File: src/rtl/ip_packet_rx_if.sv
// MAC byte stream in, parsed sender/message result out, for the IPv4 receive path.
// Guarded by IP_RX_CHECKSUM_EN in the consumer module; the interface itself is fixed.
// slave = receiver block view, master = MAC/accelerator (testbench) view.
interface ip_packet_rx_if;
  logic [7:0]  MAC_DATA_IN;
  logic        MAC_DATA_VALID;
  logic        MAC_DATA_READY;
  logic        MAC_DATA_FIRST;
  logic        MAC_DATA_LAST;
  logic [47:0] SENDER_MAC_ADDRESS;
  logic [31:0] SENDER_IP_ADDRESS;
  logic [9:0]  SENDER_MESSAGE;
  logic        MESSAGE_VALID;
  logic        MESSAGE_ACCEPT;
  logic        PACKET_DROPPED;

  modport slave (
    input  MAC_DATA_IN, MAC_DATA_VALID, MAC_DATA_FIRST, MAC_DATA_LAST, MESSAGE_ACCEPT,
    output MAC_DATA_READY, SENDER_MAC_ADDRESS, SENDER_IP_ADDRESS, SENDER_MESSAGE,
           MESSAGE_VALID, PACKET_DROPPED
  );

  modport master (
    output MAC_DATA_IN, MAC_DATA_VALID, MAC_DATA_FIRST, MAC_DATA_LAST, MESSAGE_ACCEPT,
    input  MAC_DATA_READY, SENDER_MAC_ADDRESS, SENDER_IP_ADDRESS, SENDER_MESSAGE,
           MESSAGE_VALID, PACKET_DROPPED
  );
endinterface

File: src/rtl/ip_packet_rx.sv
// IPv4 frame receiver: filters Eth/IPv4 frames for this node, extracts sender MAC/IP and 10-bit message.
// Latency: MESSAGE_VALID / PACKET_DROPPED one cycle after the LAST beat.
// Backpressure: MAC_DATA_READY low while a result is held; optional header checksum via IP_RX_CHECKSUM_EN.
module ip_packet_rx #(
  parameter logic [15:0] ETHERTYPE        = 16'h0800,
  parameter logic [7:0]  IP_PROTOCOL      = 8'hFD,
  parameter bit          ACCEPT_BROADCAST = 1'b1
) (
  input  logic        aclk,
  input  logic        areset,
  input  logic [31:0] ACCELERATOR_IP_ADDRESS,
  input  logic [47:0] ACCELERATOR_MAC_ADDRESS,
  ip_packet_rx_if.slave rx
);

  typedef enum logic [2:0] {IDLE, ETH_HDR, IP_HDR, USER_DATA, DROP, HOLD} state_t;

  state_t      state_q, state_d, sec;
  logic [5:0]  cnt_q, cnt_d, idx, idx_inc;
  logic [1:0]  cand_q, cand_d, cand_in, cand_byte;  // [1] own address still possible, [0] broadcast still possible
  logic [7:0]  own_b;
  logic        beat, addr_byte, bad, csum_bad, hold_load, drop_d, drop_q;
  logic [47:0] smac_sh_q, smac_q;
  logic [31:0] sip_sh_q, sip_q;
  logic [1:0]  p0_q;
  logic [7:0]  p1_q;
  logic [9:0]  msg_q;

  assign beat = rx.MAC_DATA_VALID && rx.MAC_DATA_READY;

  // Locate the current byte: a FIRST beat always restarts as Ethernet byte 0
  always_comb begin
    sec     = state_q;
    idx     = cnt_q;
    if (rx.MAC_DATA_FIRST) begin
      sec = ETH_HDR;
      idx = 6'd0;
    end
    idx_inc = (idx == 6'd63) ? idx : idx + 6'd1;
  end

  // Destination address matching, byte by byte against own and broadcast addresses
  always_comb begin
    own_b = 8'h00;
    if (sec == ETH_HDR) begin
      case (idx[2:0])
        3'd0:    own_b = ACCELERATOR_MAC_ADDRESS[47:40];
        3'd1:    own_b = ACCELERATOR_MAC_ADDRESS[39:32];
        3'd2:    own_b = ACCELERATOR_MAC_ADDRESS[31:24];
        3'd3:    own_b = ACCELERATOR_MAC_ADDRESS[23:16];
        3'd4:    own_b = ACCELERATOR_MAC_ADDRESS[15:8];
        default: own_b = ACCELERATOR_MAC_ADDRESS[7:0];
      endcase
    end else begin
      case (idx[1:0])
        2'd0:    own_b = ACCELERATOR_IP_ADDRESS[31:24];
        2'd1:    own_b = ACCELERATOR_IP_ADDRESS[23:16];
        2'd2:    own_b = ACCELERATOR_IP_ADDRESS[15:8];
        default: own_b = ACCELERATOR_IP_ADDRESS[7:0];
      endcase
    end
    addr_byte = ((sec == ETH_HDR) && (idx < 6'd6)) ||
                ((sec == IP_HDR) && (idx >= 6'd16) && (idx <= 6'd19));
    cand_in   = ((idx == 6'd0) || (idx == 6'd16)) ? 2'b11 : cand_q;
    cand_byte = {cand_in[1] && (rx.MAC_DATA_IN == own_b),
                 cand_in[0] && ACCEPT_BROADCAST && (rx.MAC_DATA_IN == 8'hFF)};
  end

`ifdef IP_RX_CHECKSUM_EN
  logic [15:0] csum_q, csum_in, csum_nxt;
  logic [16:0] csum_sum;
  logic [7:0]  csum_hi_q;

  // One's-complement running sum of the IP header words, folded carry each word
  always_comb begin
    csum_in  = (idx == 6'd1) ? 16'h0000 : csum_q;
    csum_sum = {1'b0, csum_in} + {1'b0, csum_hi_q, rx.MAC_DATA_IN};
    csum_nxt = csum_sum[15:0] + {15'd0, csum_sum[16]};
    csum_bad = (sec == IP_HDR) && (idx == 6'd19) && (csum_nxt != 16'hFFFF);
  end

  // Checksum accumulator: even bytes latch the high half, odd bytes add the word
  always_ff @(posedge aclk or posedge areset) begin
    if (areset) begin
      csum_q    <= '0;
      csum_hi_q <= '0;
    end else if (beat && (sec == IP_HDR)) begin
      if (!idx[0]) csum_hi_q <= rx.MAC_DATA_IN;
      else         csum_q    <= csum_nxt;
    end
  end
`else
  assign csum_bad = 1'b0;
`endif

  // State register
  always_ff @(posedge aclk or posedge areset) begin
    if (areset) begin
      state_q <= IDLE;
      cnt_q   <= '0;
      cand_q  <= '0;
    end else begin
      state_q <= state_d;
      cnt_q   <= cnt_d;
      cand_q  <= cand_d;
    end
  end

  // Next-state: field checks, frame boundaries and drop decisions
  always_comb begin
    state_d   = state_q;
    cnt_d     = cnt_q;
    cand_d    = cand_q;
    bad       = 1'b0;
    hold_load = 1'b0;
    drop_d    = 1'b0;
    if (state_q == HOLD) begin
      if (rx.MESSAGE_ACCEPT) state_d = IDLE;
    end else if (beat) begin
      if (addr_byte) begin
        cand_d = cand_byte;
        bad    = (cand_byte == 2'b00);
      end
      if (sec == ETH_HDR && idx == 6'd12) bad = (rx.MAC_DATA_IN != ETHERTYPE[15:8]);
      if (sec == ETH_HDR && idx == 6'd13) bad = (rx.MAC_DATA_IN != ETHERTYPE[7:0]);
      if (sec == IP_HDR  && idx == 6'd0)  bad = (rx.MAC_DATA_IN != 8'h45);
      if (sec == IP_HDR  && idx == 6'd9)  bad = (rx.MAC_DATA_IN != IP_PROTOCOL);
      if (csum_bad) bad = 1'b1;

      if (sec == IDLE) begin
        state_d = IDLE;
      end else if (sec == DROP) begin
        if (rx.MAC_DATA_LAST) begin
          state_d = IDLE;
          drop_d  = 1'b1;
        end
      end else if (bad) begin
        state_d = rx.MAC_DATA_LAST ? IDLE : DROP;
        drop_d  = rx.MAC_DATA_LAST;
      end else if (sec == USER_DATA && idx >= 6'd1 && rx.MAC_DATA_LAST) begin
        state_d   = HOLD;
        hold_load = 1'b1;
      end else if (rx.MAC_DATA_LAST) begin
        state_d = IDLE;
        drop_d  = 1'b1;
      end else if (sec == ETH_HDR && idx == 6'd13) begin
        state_d = IP_HDR;
      end else if (sec == IP_HDR && idx == 6'd19) begin
        state_d = USER_DATA;
      end else begin
        state_d = sec;
      end
      // Counter holds the index of the next byte within the section; entering
      // ETH_HDR from IDLE leaves it at 1 because that beat was byte 0.
      cnt_d = ((state_d == sec) && (sec != IDLE) && (sec != DROP)) ? idx_inc : 6'd0;
    end
  end

  // Outputs
  always_comb begin
    rx.MAC_DATA_READY     = !areset && (state_q != HOLD);
    rx.MESSAGE_VALID      = (state_q == HOLD);
    rx.PACKET_DROPPED     = drop_q;
    rx.SENDER_MAC_ADDRESS = smac_q;
    rx.SENDER_IP_ADDRESS  = sip_q;
    rx.SENDER_MESSAGE     = msg_q;
  end

  // Capture shadows while parsing; publish them only when a frame is accepted
  always_ff @(posedge aclk or posedge areset) begin
    if (areset) begin
      smac_sh_q <= '0;
      sip_sh_q  <= '0;
      p0_q      <= '0;
      p1_q      <= '0;
      smac_q    <= '0;
      sip_q     <= '0;
      msg_q     <= '0;
      drop_q    <= 1'b0;
    end else begin
      drop_q <= drop_d;
      if (beat) begin
        if (sec == ETH_HDR && idx >= 6'd6 && idx <= 6'd11) smac_sh_q <= {smac_sh_q[39:0], rx.MAC_DATA_IN};
        if (sec == IP_HDR && idx >= 6'd12 && idx <= 6'd15) sip_sh_q  <= {sip_sh_q[23:0], rx.MAC_DATA_IN};
        if (sec == USER_DATA && idx == 6'd0) p0_q <= rx.MAC_DATA_IN[1:0];
        if (sec == USER_DATA && idx == 6'd1) p1_q <= rx.MAC_DATA_IN;
      end
      if (hold_load) begin
        smac_q <= smac_sh_q;
        sip_q  <= sip_sh_q;
        msg_q  <= (idx == 6'd1) ? {p0_q, rx.MAC_DATA_IN} : {p0_q, p1_q};
      end
    end
  end

endmodule

File: src/flat_wrapper.sv
// flat-port wrapper written by rule: the top's interface ports become plain ports
module ip_packet_rx_flat 
#(
  parameter logic [15:0] ETHERTYPE        = 16'h0800,
  parameter logic [7:0]  IP_PROTOCOL      = 8'hFD,
  parameter bit          ACCEPT_BROADCAST = 1'b1
)
  (aclk, areset, ACCELERATOR_IP_ADDRESS, ACCELERATOR_MAC_ADDRESS, rx_MAC_DATA_IN, rx_MAC_DATA_VALID, rx_MAC_DATA_FIRST, rx_MAC_DATA_LAST, rx_MESSAGE_ACCEPT, rx_MAC_DATA_READY, rx_SENDER_MAC_ADDRESS, rx_SENDER_IP_ADDRESS, rx_SENDER_MESSAGE, rx_MESSAGE_VALID, rx_PACKET_DROPPED);
  ip_packet_rx_if rx_i ();
  input  logic aclk;
  input  logic areset;
  input  logic [31:0] ACCELERATOR_IP_ADDRESS;
  input  logic [47:0] ACCELERATOR_MAC_ADDRESS;
  input wire logic [$bits(rx_i.MAC_DATA_IN)-1:0] rx_MAC_DATA_IN;
  input wire logic [$bits(rx_i.MAC_DATA_VALID)-1:0] rx_MAC_DATA_VALID;
  input wire logic [$bits(rx_i.MAC_DATA_FIRST)-1:0] rx_MAC_DATA_FIRST;
  input wire logic [$bits(rx_i.MAC_DATA_LAST)-1:0] rx_MAC_DATA_LAST;
  input wire logic [$bits(rx_i.MESSAGE_ACCEPT)-1:0] rx_MESSAGE_ACCEPT;
  output wire logic [$bits(rx_i.MAC_DATA_READY)-1:0] rx_MAC_DATA_READY;
  output wire logic [$bits(rx_i.SENDER_MAC_ADDRESS)-1:0] rx_SENDER_MAC_ADDRESS;
  output wire logic [$bits(rx_i.SENDER_IP_ADDRESS)-1:0] rx_SENDER_IP_ADDRESS;
  output wire logic [$bits(rx_i.SENDER_MESSAGE)-1:0] rx_SENDER_MESSAGE;
  output wire logic [$bits(rx_i.MESSAGE_VALID)-1:0] rx_MESSAGE_VALID;
  output wire logic [$bits(rx_i.PACKET_DROPPED)-1:0] rx_PACKET_DROPPED;
  assign rx_i.MAC_DATA_IN = rx_MAC_DATA_IN;
  assign rx_i.MAC_DATA_VALID = rx_MAC_DATA_VALID;
  assign rx_i.MAC_DATA_FIRST = rx_MAC_DATA_FIRST;
  assign rx_i.MAC_DATA_LAST = rx_MAC_DATA_LAST;
  assign rx_i.MESSAGE_ACCEPT = rx_MESSAGE_ACCEPT;
  assign rx_MAC_DATA_READY = rx_i.MAC_DATA_READY;
  assign rx_SENDER_MAC_ADDRESS = rx_i.SENDER_MAC_ADDRESS;
  assign rx_SENDER_IP_ADDRESS = rx_i.SENDER_IP_ADDRESS;
  assign rx_SENDER_MESSAGE = rx_i.SENDER_MESSAGE;
  assign rx_MESSAGE_VALID = rx_i.MESSAGE_VALID;
  assign rx_PACKET_DROPPED = rx_i.PACKET_DROPPED;
  ip_packet_rx #(.ETHERTYPE(ETHERTYPE), .IP_PROTOCOL(IP_PROTOCOL), .ACCEPT_BROADCAST(ACCEPT_BROADCAST)) u_core (.aclk(aclk), .areset(areset), .ACCELERATOR_IP_ADDRESS(ACCELERATOR_IP_ADDRESS), .ACCELERATOR_MAC_ADDRESS(ACCELERATOR_MAC_ADDRESS), .rx(rx_i));
endmodule
File: config.mk
export PLATFORM = sky130hd
export DESIGN_NAME = ip_packet_rx_flat
export DESIGN_NICKNAME = d
export VERILOG_FILES = /design/src/rtl/ip_packet_rx_if.sv /design/src/rtl/ip_packet_rx.sv /design/src/flat_wrapper.sv
export SDC_FILE = /design/constraint.sdc
export NUM_CORES = 1
export LEC_CHECK = 0
export CAP_MARGIN = 25
export CORE_MARGIN = 2
export CORE_UTILIZATION = 50
export DETAILED_ROUTE_END_ITERATION = 6
export DONT_BUFFER_PORTS = 1
export HOLD_SLACK_MARGIN = 0.15
export SYNTH_ARGS = -nofsm -noshare
export SYNTH_HDL_FRONTEND = slang
export SYNTH_SLANG_ARGS = --single-unit
File: constraint.sdc
create_clock -name aclk -period 16.9 [get_ports aclk]
set_input_delay 2.535 -clock aclk [delete_from_list [all_inputs] [get_ports aclk]]
set_output_delay 2.535 -clock aclk [all_outputs]
set_load 0.02 [all_outputs]
After elaboration in Yosys (flattened, before gate mapping)
Cells that the tools add are included.

Bits in registers: 192. Input port bits: 94. Output and inout bits: 93. Word-level logic and storage cells: 131.

Add/sub/neg operators: 1. Order comparisons: 8. Eq/ne operators: 27. Multiplexer cells: 43. Bitwise operators: 1. Reductions and logical operators: 40.

Operators by type and width (count): $mux 3 (15); $pmux 8 s5 (1); $pmux 8 s3 (1); $logic_and 1x1->1 (22); $mux 1 (20); $eq 6x4->1 const B (3); $mux 6 (3); $mux 8 (2); $eq 3x2->1 const B (4); $eq 6x5->1 const B (2); $le 6x4->1 const B (2); $reduce_and 2->1 (6); $eq 3x3->1 const B (3); $eq 8x8->1 (1); $eq 8x8->1 const B (1); $ne 8x4->1 const B (1); $ne 8x7->1 const B (1); $ne 8x8->1 const B (1); $reduce_bool 8->1 (1); $add 6x1->6 const B (1); $eq 3x1->1 const B (2); $eq 6x1->1 const B (1); $eq 6x6->1 const B (1); $ge 6x1->1 const B (1); other kinds (20) (24).

Depth between registers and ports, before layout
Gate-level depths: netlist of the first run.

Word-level depth: 23. Gate-level depth with buffers: 15. Mapped depth without buffers: 13.

Worst setup path before layout of the first run
No wires, ideal clock.

Kind: input port to output port. From: input port areset. To: output port rx_MAC_DATA_READY. Arrival: 2.895 ns. Data required time: 14.365 ns. Setup slack: 11.470 ns. Stages: 1. Path buffers: 0. Path through: nor2_1.

Longest elaborated chain between the ends: 2.

Ends and longest elaborated chain: start: declaration (line flat_wrapper.sv:11) `input logic areset;`; $logic_not 1->1 (no source line); $logic_and 1x1->1 (line ip_packet_rx.sv:161) `rx.MAC_DATA_READY = !areset && (state_q != HOLD);`; end: declaration (line flat_wrapper.sv:19) `output wire logic [$bits(rx_i.MAC_DATA_READY)-1:0] rx_MAC_DATA_READY;`.

No other way between the ends.

Worst setup path after layout of the first run
Ends and elaborated chain as after synthesis.

==> impl_metrics.tcl, run 1 <==
set metrics [dict create \
    hold-path-cell-count 1 \
    cts_buffer_depth 2 \
    fmax_mhz 183 \
    place_inst 872 \
    arrival_ns 2.94 \
    fin_skew_ns 0.0106 \
    portBuffers 0 \
    grt_pass1_vias 5679 \
    post-route-period-util_pct 32.4 \
    die_h_microns 136 \
    synth_seq_cells 192 \
    path_cells "nor2_1" \
    syn_area_sq_um 8730 \
    r2r-end "u_core.rx.SENDER_MAC_ADDRESS[24]$_DFFE_PP0P_" \
    hold_path.class "register to register" \
    cts_root_buffer "clkbuf_16" \
    grt_max_degree 119 \
    start_util_pct 50.8 \
    status "completed" \
    critPathBufInv 0 \
    rsz0062_at_grt "false" \
    ctsHoldBuffers 0 \
    hpwl_microns 13700 \
    fillers 1479 \
    area_delta_synth_final_pct 8.34 \
    cts_tree "yes" \
    layout.area.seq_sq_um 4800 \
    r2r_start "u_core.state_q[0]$_DFFE_PP0P_" \
    synth_top_area_cell "dfrtp_1" \
    min_from "u_core.sip_sh_q[24]$_DFFE_PP0P_" \
    worst_pin_slew_ns 0.931 \
    wirelength_microns 19600 \
    clkTransAtPathRegs_ns 0.07 \
    drc 0 \
    gp_congestion 0.896 \
    groute.usage.overall_pct 21.8 \
    cts_setup_buffers 0 \
    pin_count 187 \
    slew_viol_final 0 \
    maxCapViolations 0 \
    ff2ff_path_depth 8 \
    reg2reg_slack_ns 13.09 \
    coreArea_sq_um 17200 \
    yosysMostFrequentCell "dfrtp_1" \
    multiInputGateArea_sq_um 3710 \
    p_leak_uw 0.00459 \
    async_reset_ff_share_pct 100 \
    crit_path_top_delay_cell "nor2_1" \
    cts_made_buffers 17 \
    vias 5479 \
    synthTopCellsByArea "dfrtp_1, mux2_2, nand2_1, mux2i_1, nor2_1" \
    avgSynthCellArea_sq_um 12.8 \
    slew-limit-headroom_pct 37.9 \
    cpPeakStageDelay_ns 0.41 \
    synth_common_cells "dfrtp_1, mux2_2, nand2_1" \
    grt_pass1_wl_microns 31000 \
    setup_viol 0 \
    nets 762 \
    synth.top_cell.area_share_pct 55.0 \
    fin_setup_tns_ns 0 \
    period_minus_slack_ns 5.48 \
    drive_above_1_share_pct 34.4 \
    worst-path-max-fanout 4 \
    drt-wirelength-per-cell_microns 21.6 \
    clk_latency_ns 0.42 \
    drt-initial-drc-count 382 \
    die-width_microns 136 \
    holdPathEnd "u_core.sip_sh_q[24]$_DFFE_PP0P_" \
    cp_top_family "simple AND/OR/NAND/NOR gates" \
    yosys_most_used_dff "dfrtp_1" \
    hold_viol_final 0 \
    fin_cells 907 \
    vdd_drop_max_mv 0.0670 \
    required_ns 14.37 \
    drt-pass1-iter-count 6 \
    ant_nets 0 \
    yosysSeqAreaShare_pct 55.0 \
    syn_nets 776 \
    path_class "primary input to output pin" \
    rows 48 \
    synth_warnings 0 \
    p_per_area_nw_per_um2 100 \
    dieArea_sq_um 18500 \
    cts_resized 0 \
    grt_overflow_total 0 \
    synth_cell_types 66 \
    crit_path_end_kind "output pin" \
    antenna_found_initial 2 \
    syn_inst 681 \
    synth_edf_count 0 \
    htree_levels 4 \
    start_kind "primary input" \
    vias_per_cell 6.04 \
    cts_num_sinks 192 \
]
power by group:
group	switching (uW)	internal [uW]
registers	9.59	465
clock network	181	197
logic	58.4	35.5
total	249	698
metrics by stage:
step | hold slack [ns] | total power, uW | utilization [%] | setup WS, ns | area (sq um)
final | 0.505 | 947 | 55.1 | 11.42 | 9460
after CTS | 0.507 | 957 | 55.0 | 11.42 | 9440
after detailed placement | 0.491 | 578 | 51.7 | 11.39 | 8880
after global routing | 0.520 | 989 | 55.1 | 11.39 | 9460
after floorplan | 0.475 | 560 | - | 9.14 | 8730
after global placement | 0.485 | 575 | 51.7 | 11.44 | 8880
cell type report:
class,count,area share [%]
Multi-Input combinational cell,441,39.3
Tap cell,225,2.98
Sequential cell,192,50.8
Clock inverter,14,1.27
Clock buffer,18,4.64
Antenna cell,2,0.0529
Timing Repair Buffer,8,0.635
Inverter,7,0.357
sequential cells by signal (all words and copies together), names as in the netlist, 3 cells and up:
name / count
u_core.rx.SENDER_MESSAGE: 10
u_core.smac_sh_q: 48
u_core.p1_q: 8
u_core.rx.SENDER_MAC_ADDRESS: 48
u_core.cnt_q: 6
u_core.sip_sh_q: 32
u_core.rx.SENDER_IP_ADDRESS: 32
u_core.state_q: 3
cells by family (layout without fill, tap and decap cells):
kind of cell / Yosys count / count (layout) / share of synthesized area, %
DFF: 192 / 192 / 55.0
muxes: 190 / 190 / 24.6
and+or+nand+nor: 148 / 148 / 9.07
AOI/OAI and AO/OA: 97 / 97 / 8.00
buffers and inverters: 48 / 47 / 2.61
xor gates and xnor gates: 4 / 4 / 0.401
adders and majority gates: 2 / 2 / 0.272
other: 0 / 2 / 0
layout by cell type, fill, tap and decap left out, types with 5 or more instances in the layout:
cell and instances:
a21oi_1 16, inv_1 6, inv_6 7, clkbuf_16 17, nor3_1 14, nand2_1 38, o22ai_1 7, nor2b_1 7
buf_4 8, nand3_1 7, and2_1 5, nor2_1 31, mux2_2 175, o21ai_0 17, mux2i_1 12, dfrtp_1 192
nand2b_1 9, o31ai_1 5, a22oi_1 6, o211ai_1 5, o21ai_1 5, nand4_1 6
worst max-delay path by stage:
stage                 startpoint                       endpoint  slack (ns)  cells after the start
3_3_place_gp              areset              rx_MAC_DATA_READY       11.44                      1
3_5_place_dp   rx_MAC_DATA_FIRST  u_core.state_q[1]$_DFFE_PP0P_       11.39                     13
5_1_grt                   areset              rx_MAC_DATA_READY       11.39                      1
6_report                  areset              rx_MAC_DATA_READY       11.42                      1
4_1_cts                   areset              rx_MAC_DATA_READY       11.42                      1
2_1_floorplan             areset   u_core.cand_q[0]$_DFFE_PP0P_        9.14                      1
layer usage:
metal  global-route usage (%)  vias up  part of all wire, %
li1                         -     2475                    -
met1                     26.7     2745                   41
met2                     36.0      230                   49
met3                     6.71       29                  7.9
met4                     8.74        0                  2.3
met5                        0        -                    0
(Power assumes the default switching activity.)
==> inputs of run 2 (changes only) <==
Clock period 16.9 ns to 5.6 ns, I/O delays scaled along.
==> impl_metrics.tcl, run 2 (synthesis gave the netlist of run 1 again) <==
set metrics [dict create \
    grt_pass1_vias 5612 \
    arrival_ns 4.18 \
    fin_cells 906 \
    hold_viol_final 0 \
    gp_congestion 0.878 \
    routed-wl-met3_microns 1580 \
    crit_path_end_kind "register" \
    portBuffers 0 \
    start_util_pct 50.8 \
    wl_met1_microns 7970 \
    dieArea_sq_um 18500 \
    cts_tree "yes" \
    drt-initial-drc-count 415 \
    worst-path-max-fanout 32 \
    clkTransAtPathRegs_ns 0.07 \
    fmax_mhz 260 \
    layout_common_cells "dfrtp_1, mux2_2, nand2_1, nor2_1" \
    ff2ff_path_depth 14 \
    drt-pass1-iter-count 6 \
    cts_made_buffers 17 \
    ant_nets 0 \
    maxCapViolations 0 \
    rsz0062_at_grt "false" \
    cpPeakStageDelay_ns 0.47 \
    cts_root_buffer "clkbuf_16" \
    htree_levels 4 \
    status "completed" \
    coreArea_sq_um 17200 \
    post-route-period-util_pct 68.8 \
    vias_per_cell 6.04 \
    required_ns 5.93 \
    ctsHoldBuffers 0 \
    critPathBufInv 2 \
    area_delta_synth_final_pct 9.16 \
    setup_viol 0 \
    dr_wl_met2_microns 10000 \
    vdd_drop_max_mv 0.203 \
    cts_setup_buffers 0 \
    path_class "register to register" \
    slew-limit-headroom_pct 29.6 \
    grt_max_degree 193 \
    drive_above_1_share_pct 34.4 \
    grt_overflow_total 0 \
    cts_buffer_depth 2 \
    crit_path_top_delay_cell "o41ai_4" \
    grt_pass1_wl_microns 31300 \
    cp.depth 14 \
    clk_latency_ns 0.43 \
    p_per_area_nw_per_um2 313 \
    die-width_microns 136 \
    cp_top_family "compound AO/OA/AOI/OAI gates" \
    nets 762 \
    start_kind "register" \
    drt-wirelength-per-cell_microns 22.0 \
    hold_path.class "primary input to register" \
    slew_viol_final 0 \
    groute.usage.overall_pct 22.4 \
    fin_skew_ns 0.0105 \
    cts_resized 0 \
    path_cells "buf_4, nor2b_4, nand2_1, inv_1, ha_1, nor2_1, and2_1, a221oi_1, a21oi_1, xnor2_1, o311ai_1, o41ai_4, nand2_2, o41ai_2" \
    die_h_microns 136 \
    pin_count 187 \
    period_minus_slack_ns 3.85 \
    antenna_found_initial 1 \
    place_inst 872 \
    routed.top_layer "met4" \
    p_leak_uw 0.00462 \
    rows 48 \
    worst_pin_slew_ns 1.06 \
    drc 0 \
    vias 5468 \
    hpwl_microns 13900 \
    wirelength_microns 20000 \
    hold-path-cell-count 1 \
    reg2reg_slack_ns 1.75 \
    fin_setup_tns_ns 0 \
    final_common_cell "dfrtp_1" \
    cts_num_sinks 192 \
]
## run 2: layer usage
layer	global-route usage [%]	vias up
li1	-	2468
met1	27.3	2747
met2	37.4	222
met3	6.67	31
met4	8.74	0
met5	0	-
## run 2: through the flow
step	util, %	cell area (sq um)	setup WS [ns]	power, uW	hold slack, ns
after CTS	55.4	9520	1.79	3020	0.477
after detailed placement	51.8	8890	1.76	1750	0.490
after global routing	55.5	9530	1.48	3110	0.476
after global placement	51.8	8890	1.89	1740	0.483
after floorplan	-	8730	2.10	1690	0.475
final	55.5	9530	1.75	2980	0.501
## run 2: worst paths after layout
kind	startpoint	to
max	u_core.cnt_q[0]$_DFFE_PP0P_	u_core.state_q[1]$_DFFE_PP0P_
min	rx_MAC_DATA_LAST	u_core.state_q[1]$_DFFE_PP0P_
max reg2reg	u_core.cnt_q[0]$_DFFE_PP0P_	u_core.state_q[1]$_DFFE_PP0P_
min reg2reg	u_core.smac_sh_q[44]$_DFFE_PP0P_	u_core.smac_sh_q[44]$_DFFE_PP0P_
max in group asynchronous	areset	u_core.sip_sh_q[1]$_DFFE_PP0P_
min in group asynchronous	areset	u_core.cnt_q[1]$_DFFE_PP0P_
## run 2: cell type report
type,count,area (sq um)
well taps,225,282
diodes,1,2.50
clock inverters,13,171
flip-flops and latches,192,4800
fillers,1481,7650
clock buffers,19,453
repair buffers,8,72.6
inverters,7,30.0
multi-input cells,441,3710
## run 2: report_power, final
part	internal (uW)	switching, uW	leakage (uW)
sequential	1400	28.5	0.00267
clock	736	526	0.000307
combinational	108	180	0.00164
total	2250	734	0.00462
==> inputs of run 3 (changes only) <==
Settings changed: PLACE_DENSITY from default to 0.68.
Clock period 5.6 ns to 3.27 ns, I/O delays scaled along.
==> impl_metrics.tcl, run 3 (synthesis gave the netlist of run 1 again) <==
set metrics [dict create \
    layout_common_cells "dfrtp_1, mux2_2, nand2_1, nor2_1" \
    dpl_cell_area_sq_um 9030 \
    status "completed" \
    groute.usage.overall_pct 23.1 \
    fin_setup_tns_ns 0 \
    finalInstanceArea_sq_um 9660 \
    drt-initial-drc-count 505 \
    path_cells "buf_4, mux2_2, a22o_1, a2111oi_2, a21oi_1, xnor2_1, o211ai_1, o41ai_4, nand2_2, o41ai_2" \
    hpwl_microns 14900 \
    rows 48 \
    cts_root_buffer "clkbuf_16" \
    internal_power_uw 3820 \
    ant_nets 0 \
    grtUsageMet3_pct 6.94 \
    portBuffers 0 \
    path_class "register to register" \
    slew_viol_final 0 \
    drc 0 \
    grt_pass1_wl_microns 32600 \
    hold_viol_final 0 \
    antenna_found_initial 1 \
    gp_congestion 0.927 \
    fin_skew_ns 0.0111 \
    hold_path.class "primary input to register" \
    required_ns 3.60 \
    worst-path-max-fanout 20 \
    switching_share_pct 23.9 \
    grt-busiest-layer "met2" \
    die_h_microns 136 \
    fillers 1441 \
    grt_max_degree 64 \
    vias_per_cell 6.03 \
    worst_pin_slew_ns 1.04 \
    fin_cells 918 \
    wirelength_microns 20500 \
    setup_viol 0 \
    cts_setup_buffers 0 \
    maxCapViolations 0 \
    crit_path_top_delay_cell "o41ai_4" \
    slew-limit-headroom_pct 30.5 \
    pwr-share-seq_pct 48.9 \
    hold_ws_ns 0.206 \
    coreArea_sq_um 17200 \
    drt-wirelength-per-cell_microns 22.3 \
    clkTransAtPathRegs_ns 0.07 \
    pin_count 187 \
    combPwrFrac_pct 10.2 \
    rsz0062_at_grt "false" \
    grt_pass1_vias 5976 \
    dieArea_sq_um 18500 \
    cts_tree "yes" \
    cts_buffer_depth 2 \
    htree_levels 4 \
    start_util_pct 50.8 \
    cts_made_buffers 17 \
    p_per_area_nw_per_um2 520 \
    drt-pass1-iter-count 5 \
    vdd_drop_max_mv 0.333 \
    p_clk_share_pct 40.8 \
    drive_above_1_share_pct 35.1 \
    die-width_microns 136 \
    nets 777 \
    cpPeakStageDelay_ns 0.47 \
    vias 5535 \
    area_delta_synth_final_pct 10.7 \
    met1_usage_pct 26.9 \
    gr-usage-met2_pct 39.6 \
    fmax_mhz 328 \
    arrival_ns 3.37 \
    clk_latency_ns 0.43 \
    grt_overflow_total 0 \
    period_minus_slack_ns 3.05 \
    switchingPower_uw 1200 \
    final_common_cell "dfrtp_1" \
    crit_path_end_kind "register" \
    cts_num_sinks 192 \
    place_inst 885 \
    start_kind "register" \
    post-route-period-util_pct 93.2 \
    p_leak_uw 0.00467 \
]
## run 3: layout make-up
| class | instances | area [sq um] | area share, % |
|---|---|---|---|
| Sequential cell | 192 | 4800 | 49.7 |
| Timing Repair Buffer | 23 | 230 | 2.38 |
| Inverter | 7 | 30.0 | 0.311 |
| Multi-Input combinational cell | 441 | 3730 | 38.6 |
| Clock inverter | 9 | 135 | 1.40 |
| Tap cell | 225 | 282 | 2.91 |
| Clock buffer | 20 | 447 | 4.62 |
| Antenna cell | 1 | 2.50 | 0.0259 |
## run 3: routing by layer
metal / part of all wire, % / routed length [microns] / vias to the layer above
met3: 7.5 / 1540 / 40
met4: 2.8 / 578 / 0
met5: 0 / 0 / -
met1: 39 / 8020 / 2772
met2: 51 / 10400 / 230
li1: - / - / 2493
## run 3: worst paths after layout
kind,start,slack (ns),depth (start not counted),endpoint
worst max register to register,u_core.cnt_q[1]$_DFFE_PP0P_,0.22,10,u_core.state_q[1]$_DFFE_PP0P_
max in group asynchronous,areset,1.75,3,u_core.rx.SENDER_MAC_ADDRESS[8]$_DFFE_PP0P_
worst min register to register,u_core.smac_sh_q[41]$_DFFE_PP0P_,0.51,1,u_core.smac_sh_q[41]$_DFFE_PP0P_
worst max-delay path,u_core.cnt_q[1]$_DFFE_PP0P_,0.22,10,u_core.state_q[1]$_DFFE_PP0P_
worst min-delay path,rx_MAC_DATA_IN[0],0.21,1,u_core.p1_q[0]$_DFFE_PP0P_
min in group asynchronous,areset,0.72,2,u_core.sip_sh_q[29]$_DFFE_PP0P_
## run 3: through the flow
| step | setup WS, ns | total power, uW | utilization [%] |
|---|---|---|---|
| floorplan | 0.120 | 2890 | - |
| CTS | 0.118 | 5080 | 56.1 |
| detailed placement | 0.00681 | 3010 | 52.6 |
| finish | 0.223 | 5030 | 56.2 |
| global route | 0.00127 | 5230 | 56.2 |
| global placement | 0.136 | 3000 | 52.6 |
## run 3: critical path, delay by kind of cell, from the launching register on
family / cells / cell delay (ns)
muxes: 1 / 0.36
and+or+nand+nor: 1 / 0.17
AOI/OAI and AO/OA: 6 / 1.55
buffers and inverters: 1 / 0.28
DFF: 1 / 0.41
xor gates and xnor gates: 1 / 0.16
## run 3: power by group through the flow
stage	Combinational, uW	Sequential [uW]	Clock, uW
after floorplan	399	2500	0
after global placement	503	2500	0
after detailed placement	510	2500	0
after CTS	516	2460	2110
after global routing	575	2460	2200
final	514	2460	2050
## run 3: timing repair
action	4_1_cts	5_1_grt
hold buffers	3	0
resized for setup	0	3
hold endpoints to repair	33	0
setup endpoints to repair	0	8
